File: src/rtl/seq_alu.sv
// Multi-cycle ALU: single-cycle logic/arithmetic ops plus iterative shift-add
// multiply and restoring divide behind a start/busy/done handshake.
module seq_alu #(
   parameter int WIDTH = 32,
   parameter int CNT_W = $clog2(WIDTH) + 1
) (
   input  logic             clk,
   input  logic             rst,
   input  logic             start,
   input  logic [3:0]       mode,
   input  logic [WIDTH-1:0] A,
   input  logic [WIDTH-1:0] B,
   output logic [WIDTH-1:0] C,
   output logic [WIDTH-1:0] hi,
   output logic             zero,
   output logic             div0,
   output logic             busy,
   output logic             done
);

   typedef enum logic [1:0] {S_IDLE, S_MUL, S_DIV} state_t;

   state_t           state, state_nxt;
   logic [WIDTH-1:0] acc, mq, opnd;
   logic [CNT_W-1:0] cnt;
   logic             last_iter, is_mul, is_div, b_zero;
   logic             load, launch, res_div0;
   logic [WIDTH-1:0] res_c, res_hi;
   logic [WIDTH:0]   mul_sum, div_shift, div_diff;
   logic [WIDTH-1:0] mul_acc_nxt, mul_mq_nxt, div_acc_nxt, div_mq_nxt;
   logic             div_ok;

   function automatic logic [WIDTH-1:0] alu_op(input logic [3:0] m,
                                               input logic [WIDTH-1:0] a,
                                               input logic [WIDTH-1:0] b);
      case (m)
         4'b0000: alu_op = a & b;
         4'b0001: alu_op = a | b;
         4'b0010: alu_op = a ^ b;
         4'b0011: alu_op = ~(a | b);
         4'b0100: alu_op = (a < b) ? WIDTH'(1) : '0;
         4'b0101: alu_op = ~(a & b);
         4'b1000: alu_op = a + b;
         4'b1001: alu_op = a - b;
         4'b1100: alu_op = a + b;
         default: alu_op = a;
      endcase
   endfunction

   assign is_mul    = (mode == 4'b1010);
   assign is_div    = (mode == 4'b1011);
   assign b_zero    = (B == '0);
   assign last_iter = (cnt == CNT_W'(WIDTH - 1));

   // acc is the running high word / partial remainder, mq the multiplier / quotient
   assign mul_sum     = {1'b0, acc} + (mq[0] ? {1'b0, opnd} : '0);
   assign mul_acc_nxt = mul_sum[WIDTH:1];
   assign mul_mq_nxt  = {mul_sum[0], mq[WIDTH-1:1]};

   assign div_shift   = {acc, mq[WIDTH-1]};
   assign div_diff    = div_shift - {1'b0, opnd};
   assign div_ok      = ~div_diff[WIDTH];
   assign div_acc_nxt = div_ok ? div_diff[WIDTH-1:0] : div_shift[WIDTH-1:0];
   assign div_mq_nxt  = {mq[WIDTH-2:0], div_ok};

   always_ff @(posedge clk or posedge rst) begin
      if (rst) state <= S_IDLE;
      else     state <= state_nxt;
   end

   always_comb begin
      state_nxt = state;
      case (state)
         S_IDLE: begin
            if (start && is_mul)                 state_nxt = S_MUL;
            else if (start && is_div && !b_zero) state_nxt = S_DIV;
         end
         S_MUL, S_DIV: if (last_iter) state_nxt = S_IDLE;
         default: state_nxt = S_IDLE;
      endcase
   end

   always_comb begin
      load     = 1'b0;
      launch   = 1'b0;
      res_c    = '0;
      res_hi   = '0;
      res_div0 = 1'b0;
      case (state)
         S_IDLE: begin
            if (start) begin
               if (is_mul || (is_div && !b_zero)) begin
                  launch = 1'b1;
               end else if (is_div) begin
                  load     = 1'b1;
                  res_c    = '1;
                  res_hi   = A;
                  res_div0 = 1'b1;
               end else begin
                  load  = 1'b1;
                  res_c = alu_op(mode, A, B);
               end
            end
         end
         S_MUL: if (last_iter) begin
            load   = 1'b1;
            res_c  = mul_mq_nxt;
            res_hi = mul_acc_nxt;
         end
         S_DIV: if (last_iter) begin
            load   = 1'b1;
            res_c  = div_mq_nxt;
            res_hi = div_acc_nxt;
         end
         default: ;
      endcase
   end

   always_ff @(posedge clk or posedge rst) begin
      if (rst) begin
         C    <= '0;
         hi   <= '0;
         zero <= 1'b0;
         div0 <= 1'b0;
         busy <= 1'b0;
         done <= 1'b0;
         acc  <= '0;
         mq   <= '0;
         opnd <= '0;
         cnt  <= '0;
      end else begin
         done <= load;
         busy <= (state_nxt != S_IDLE);
         if (load) begin
            C    <= res_c;
            hi   <= res_hi;
            zero <= (res_c == '0);
            div0 <= res_div0;
         end
         if (launch) begin
            acc  <= '0;
            mq   <= A;
            opnd <= B;
            cnt  <= '0;
         end else if (state == S_MUL) begin
            acc <= mul_acc_nxt;
            mq  <= mul_mq_nxt;
            cnt <= cnt + CNT_W'(1);
         end else if (state == S_DIV) begin
            acc <= div_acc_nxt;
            mq  <= div_mq_nxt;
            cnt <= cnt + CNT_W'(1);
         end
      end
   end

endmodule
File: config.mk
export PLATFORM = sky130hd
export DESIGN_NAME = seq_alu
export DESIGN_NICKNAME = d
export VERILOG_FILES = /design/src/rtl/seq_alu.sv
export SDC_FILE = /design/constraint.sdc
export NUM_CORES = 1
export LEC_CHECK = 0
export ABC_AREA = 1
export CORE_ASPECT_RATIO = 0.8
export CORE_MARGIN = 5
export CORE_UTILIZATION = 35
export DETAILED_ROUTE_END_ITERATION = 6
export PLACE_DENSITY = 0.57
export SYNTH_ARGS = -nofsm -noshare
export SYNTH_HDL_FRONTEND = slang
export SYNTH_SLANG_ARGS = --single-unit
File: constraint.sdc
create_clock -name clk -period 10 [get_ports clk]
set_clock_uncertainty 0.15 [all_clocks]
set_input_delay 1 -clock clk [delete_from_list [all_inputs] [get_ports clk]]
set_output_delay 1 -clock clk [all_outputs]
set_load 0.01 [all_outputs]
# Word-level counts from Yosys, hierarchy flattened
# Cells that the tools add are included.
# totals
inputBits,71
reg_bits,172
word_cells,90
output_inout_bits,68
# classes
magnitude_cmp,1
n_bitwise,6
n_eq_ne,13
n_reduce_logical,14
n_addsub,5
n_mux,40
# op_table
cell,n
$mux 32,18
$pmux 32 s8,1
$pmux 32 s3,2
$logic_not 32->1,2
$not 32->32,2
$add 32x32->33,1
$sub 33x32->33,1
$add 32x32->32,1
$and 32x32->32,1
$lt 32x32->1,1
$or 32x32->32,1
$sub 32x32->32,1
$xor 32x32->32,1
$eq 4x4->1 const B,5
$mux 6,3
$mux 1,11
$eq 4x2->1 const B,2
$eq 4x3->1 const B,2
$add 6x1->6 const B,1
$eq 6x5->1 const B,1
$mux 2,3
$eq 4x1->1 const B,1
$logic_and 1x1->1,4
$logic_not 4->1,1
other kinds (11),12

# Logic depth before layout (Yosys ltp)
# depth
depth_word,8
depth_mapped,24
mapped_depth_nobuf,24

# Worst setup path after synthesis
# Ideal clock, no wire load.
# synth_timing
kind,input port to flip-flop
start,input port A[0]
end,register zero
arrival_time_ns,2.962
path_buffers,0
required_time_ns,9.785
setup_ns,0.065
path_stages,22
slack_ns,6.823
cell_sequence,inv_1 ha_1 fa_1 inv_1 nand2_1 nand2_1 nand3_1 nand2_1 nand2_1 nand2_1 nand2_1 nand2_1 nand2_1 nand3_1 nand4_1 nand2_1 nand2_1 nor2_1 nand2_1 nor3_1 nand2_1 nand2_1
# synth_between
elab_chain_cells,8
elab_cells_between_ends,15
classes_between,2 x add/sub; 1 x order compare; 6 x mux; 5 x bitwise; 1 x reduce/logical
# synth_lines
item,line,text
"start, declared",11,"input logic [WIDTH-1:0] A,"
"$lt 32x32->1, or another cell as far along",41,4'b0100: alu_op = (a < b) ? WIDTH'(1) : '0;
"$mux 1, or another cell as far along",41,
$pmux 32 s8 (*),36,case (m)
$mux 32 (*),94,end else if (is_div) begin
$mux 32 (*),92,if (is_mul || (is_div && !b_zero)) begin
$mux 32 (*),91,if (start) begin
$pmux 32 s3 (*),89,case (state)
$logic_not 32->1 (*),137,zero <= (res_c == '0);
"end signal, assigned",137,
"end, declared",15,"output logic zero,"
# Mark *: on every way between the ends. The rest lies on a longest branch, timed or not.
# A chain may end at the register's enable or synchronous reset.

# Worst setup path in the final report
# layout_timing
start,input port B[28]
end,register acc[31]
# layout_between
elab_chain_cells,8
elab_cells_between_ends,9
classes_between,4 x mux; 5 x reduce/logical
# layout_lines
item,line,text
"start, declared",12,"input logic [WIDTH-1:0] B,"
$logic_not 32->1 (*),52,assign b_zero = (B == '0);
$logic_not 1->1 (*),92,
$logic_and 1x1->1 (*),92,
$logic_or 1x1->1 (*),92,
$mux 1 (*),92,
$mux 1 (*),91,
$mux 1 (*),89,
$reduce_bool 3->1 (no line) / $mux 32 (equally long branches),n/a,
"end signal, assigned",146,acc <= mul_acc_nxt;
"end signal, assigned",150,acc <= div_acc_nxt;
"end, declared",24,"logic [WIDTH-1:0] acc, mq, opnd;"
# Marks and branches as above.

==> flow_metrics.env <==
export IMPL_die_area_mm2=0.06125
export IMPL_rows=77
export IMPL_grtUsageMet1=0.4116
export IMPL_cts_htree_levels=4
export IMPL_max_freq_mhz=193.7
export IMPL_synth_top_area_cell="dfrtp_1"
export IMPL_drv_cap=0
export IMPL_path_class="primary input to flop"
export IMPL_critPathRequiredTime_ps=10170
export IMPL_synth_cell_types=52
export IMPL_ioPinCount=139
export IMPL_status="completed"
export IMPL_use_met3=0.07830
export IMPL_period_needed_ps=5163
export IMPL_initial_core_util=0.3555
export IMPL_end_kind="flop"
export IMPL_drt_wirelength_per_cell_um=21.01
export IMPL_slew_headroom=0.2091
export IMPL_cts_tree="done"
export IMPL_syn_nets=3535
export IMPL_routed_wl_um=86360
export IMPL_vias_per_cell=5.445
export IMPL_syn_area_per_cell_um2=5.988
export IMPL_clk_latency_ps=460
export IMPL_grt_busiest_layer="met1"
export IMPL_synth_edff_count=0
export IMPL_instances_no_fill=4111
export IMPL_seq_area_frac_synth=0.2182
export IMPL_cts_buffer_depth=2
export IMPL_cts_buffers=17
export IMPL_grt_max_degree=117
export IMPL_final_hold_viol_count=0
export IMPL_nNetsFinal=3589
export IMPL_synth_top_area_frac=0.2182
export IMPL_drive_above_1_share=0.02708
export IMPL_drtAntennaViolNets=0
export IMPL_worst_pin_slew_ps=1185
export IMPL_die_w_um=275.4
export IMPL_hold_buffers=0
export IMPL_fill_cells=6159
export IMPL_synth_area_top_cells="dfrtp_1 22%, nand2_1 18%, ha_1 10%, inv_1 9.6%, o21ai_0 6.6%"
export IMPL_grt_setup_unrepaired="false"
export IMPL_place_inst=4080
export IMPL_syn_to_final_growth_pct=13.13
export IMPL_die_h_um=222.4
export IMPL_grt_pass1_wl_um=127800
export IMPL_design_core_area_mm2=0.05549
export IMPL_synth_warnings=0
export IMPL_r2r_cells=11
export IMPL_synth_seq_cells=172
export IMPL_p_clk_frac=0.113
export IMPL_drc_errors=0
export IMPL_path_cells="clkdlybuf4s50_1, nor2_1, nand2_1, nor2_1, nand2_1, o21ai_2, nand2_1, nand2_4, inv_4, nor2_8, inv_2, nor2_4, nor2_2, inv_2, a31oi_1, o21ai_0, o21ai_0"
export IMPL_critPathArrivalTime_ps=5340
export IMPL_yosys_top_cells_count="934 x nand2_1, 506 x inv_1, 326 x nor2_1, 262 x o21ai_0, 204 x a21oi_1"
export IMPL_fin_crit_sh=0.5163
export IMPL_startpoint_type="primary input"
export IMPL_syn_cell_area_mm2=0.01973
export IMPL_peakVddDrop_v=0.0001652
export IMPL_pwr_share_seq=0.215
export IMPL_grt_usage=0.2716
export IMPL_synth_cells=3295
export IMPL_grt_pass1_vias=20350
export IMPL_cts_resized=0
export IMPL_clock_sinks=172
export IMPL_critPathMaxStageDelay_ps=600
export IMPL_holdPathStages=2
export IMPL_grt_util_met2=0.3782
export IMPL_port_buffers=138
export IMPL_pwr_share_comb=0.672
export IMPL_vias=22390
export IMPL_finalSetupTns_ps=0
export IMPL_root_buffer="clkbuf_16"
export IMPL_hold_slack_ps=351.9
export IMPL_synth_most_common_cell="nand2_1"
export IMPL_post_cts_buffers=0
export IMPL_hold_class="flop to flop"
export IMPL_leakage_uw=0.01126
export IMPL_crit_fanout=26
export IMPL_synth_ff_type="dfrtp_1"
export IMPL_crit_slowest_cell="nor2_4"
export IMPL_globalRouteOverflowTotal=0
export IMPL_path_clk_slew_ps=80
export IMPL_dr_first_iter_drc_count=2492
export IMPL_drtPass1Iterations=6
export IMPL_intPower_uw=2982
export IMPL_seq_area_mm2=0.004304
export IMPL_setup_viol=0
export IMPL_cpMostUsedCell="nand2_1"
export IMPL_swShare=0.5413
export IMPL_p_switching_uw=3519
export IMPL_hpwl_um=68010
export IMPL_maxSlewViolCount=0
export IMPL_powerDensity_mw_per_mm2=291.2
export IMPL_synth_async_reset_ratio=1.000
export IMPL_antenna_found_initial=0
export IMPL_gp_congestion=1.034
export IMPL_multi_input_area_mm2=0.01298
power groups by stage:
stage	combinational (uW)	sequential [uW]	clock, uW
floorplan	2910	1310	0
detailed placement	4250	1400	0
global placement	4270	1400	0
global route	4860	1440	760
CTS	4280	1390	736
finish	4370	1400	732
critical path: cells and delay by family:
family,cells,cell delay (ps)
buffers and inverters,4,1280
AND/OR/NAND/NOR,9,2410
AO/OA/AOI/OAI,4,580
per-layer routing:
metal | part of all wire | up-vias
met5 | 0 | -
met4 | 0.022 | 0
met3 | 0.12 | 93
met2 | 0.39 | 1076
met1 | 0.47 | 10380
li1 | - | 10830
cell type report:
| type | instances | area share |
|---|---|---|
| antenna | 1 | 0.0001121 |
| clock buffer | 21 | 0.02153 |
| clock inverter | 9 | 0.006166 |
| inverter | 519 | 0.08773 |
| multi-input combinational | 2483 | 0.5816 |
| sequential | 172 | 0.1928 |
| tap | 750 | 0.04204 |
| timing repair buffer | 156 | 0.06794 |
metrics by stage:
stage	setup slack, ps	area [um^2]	total power [uW]	util
after global routing	4518	22320	7056	0.4022
after floorplan	4190	19730	4214	-
after detailed placement	4533	21700	5655	0.3910
after global placement	4634	21700	5677	0.3910
after CTS	5007	22320	6415	0.4022
final	4837	22320	6501	0.4022
kinds of logic after synthesis:
family | Yosys count | synth area share
and+or+nand+nor | 1549 | 0.3213
xor gates and xnor gates | 52 | 0.02308
muxes | 1 | 0.0005074
buffers and inverters | 640 | 0.1257
AOI/OAI and AO/OA | 712 | 0.2025
adders and majority gates | 169 | 0.1087
DFF | 172 | 0.2182
registers in the layout (all words and copies together), names as in the netlist:
name and flops:
C 32, acc 32, hi 32, mq 32, opnd 32, cnt 6
state 2, busy 1, div0 1, done 1, zero 1
layout by cell type, fill, tap and decap left out, types with 3 or more instances in the layout:
cell type        count
o21ai_0            262
o21a_1               3
o221ai_1             9
and2_1               3
o211ai_1            14
nand4_1             53
inv_2               12
clkbuf_8             4
inv_1              505
nor2_1             324
a22oi_1             12
bufinv_16            3
nor2_4               4
a21oi_1            204
or2_2                8
xnor2_1             22
nor3_1              20
fa_1                 4
a21o_1               7
nand2_2              3
buf_4               18
ha_1               164
xor2_1              30
nor4_1               7
o21ai_1             36
clkinv_4             4
a221oi_1            12
clkdlybuf4s50_1    138
o21bai_1            11
nor2_2               5
dfrtp_1            172
o22ai_1             64
nand2_1            934
a31oi_1             40
clkbuf_16           17
nand3b_1             4
a211oi_1            26
nand3_1            177
a21boi_0             3
final timing paths:
kind                               start        to  slack (ps)
worst max-delay path               B[28]   acc[31]        4840
worst min-delay path                C[6]      C[6]         350
worst max register to register  state[1]   acc[31]        5720
worst min register to register      C[6]      C[6]         350
max in group asynchronous            rst  opnd[28]        7360
min in group asynchronous            rst     hi[8]         950
(Power assumes the default switching activity.)
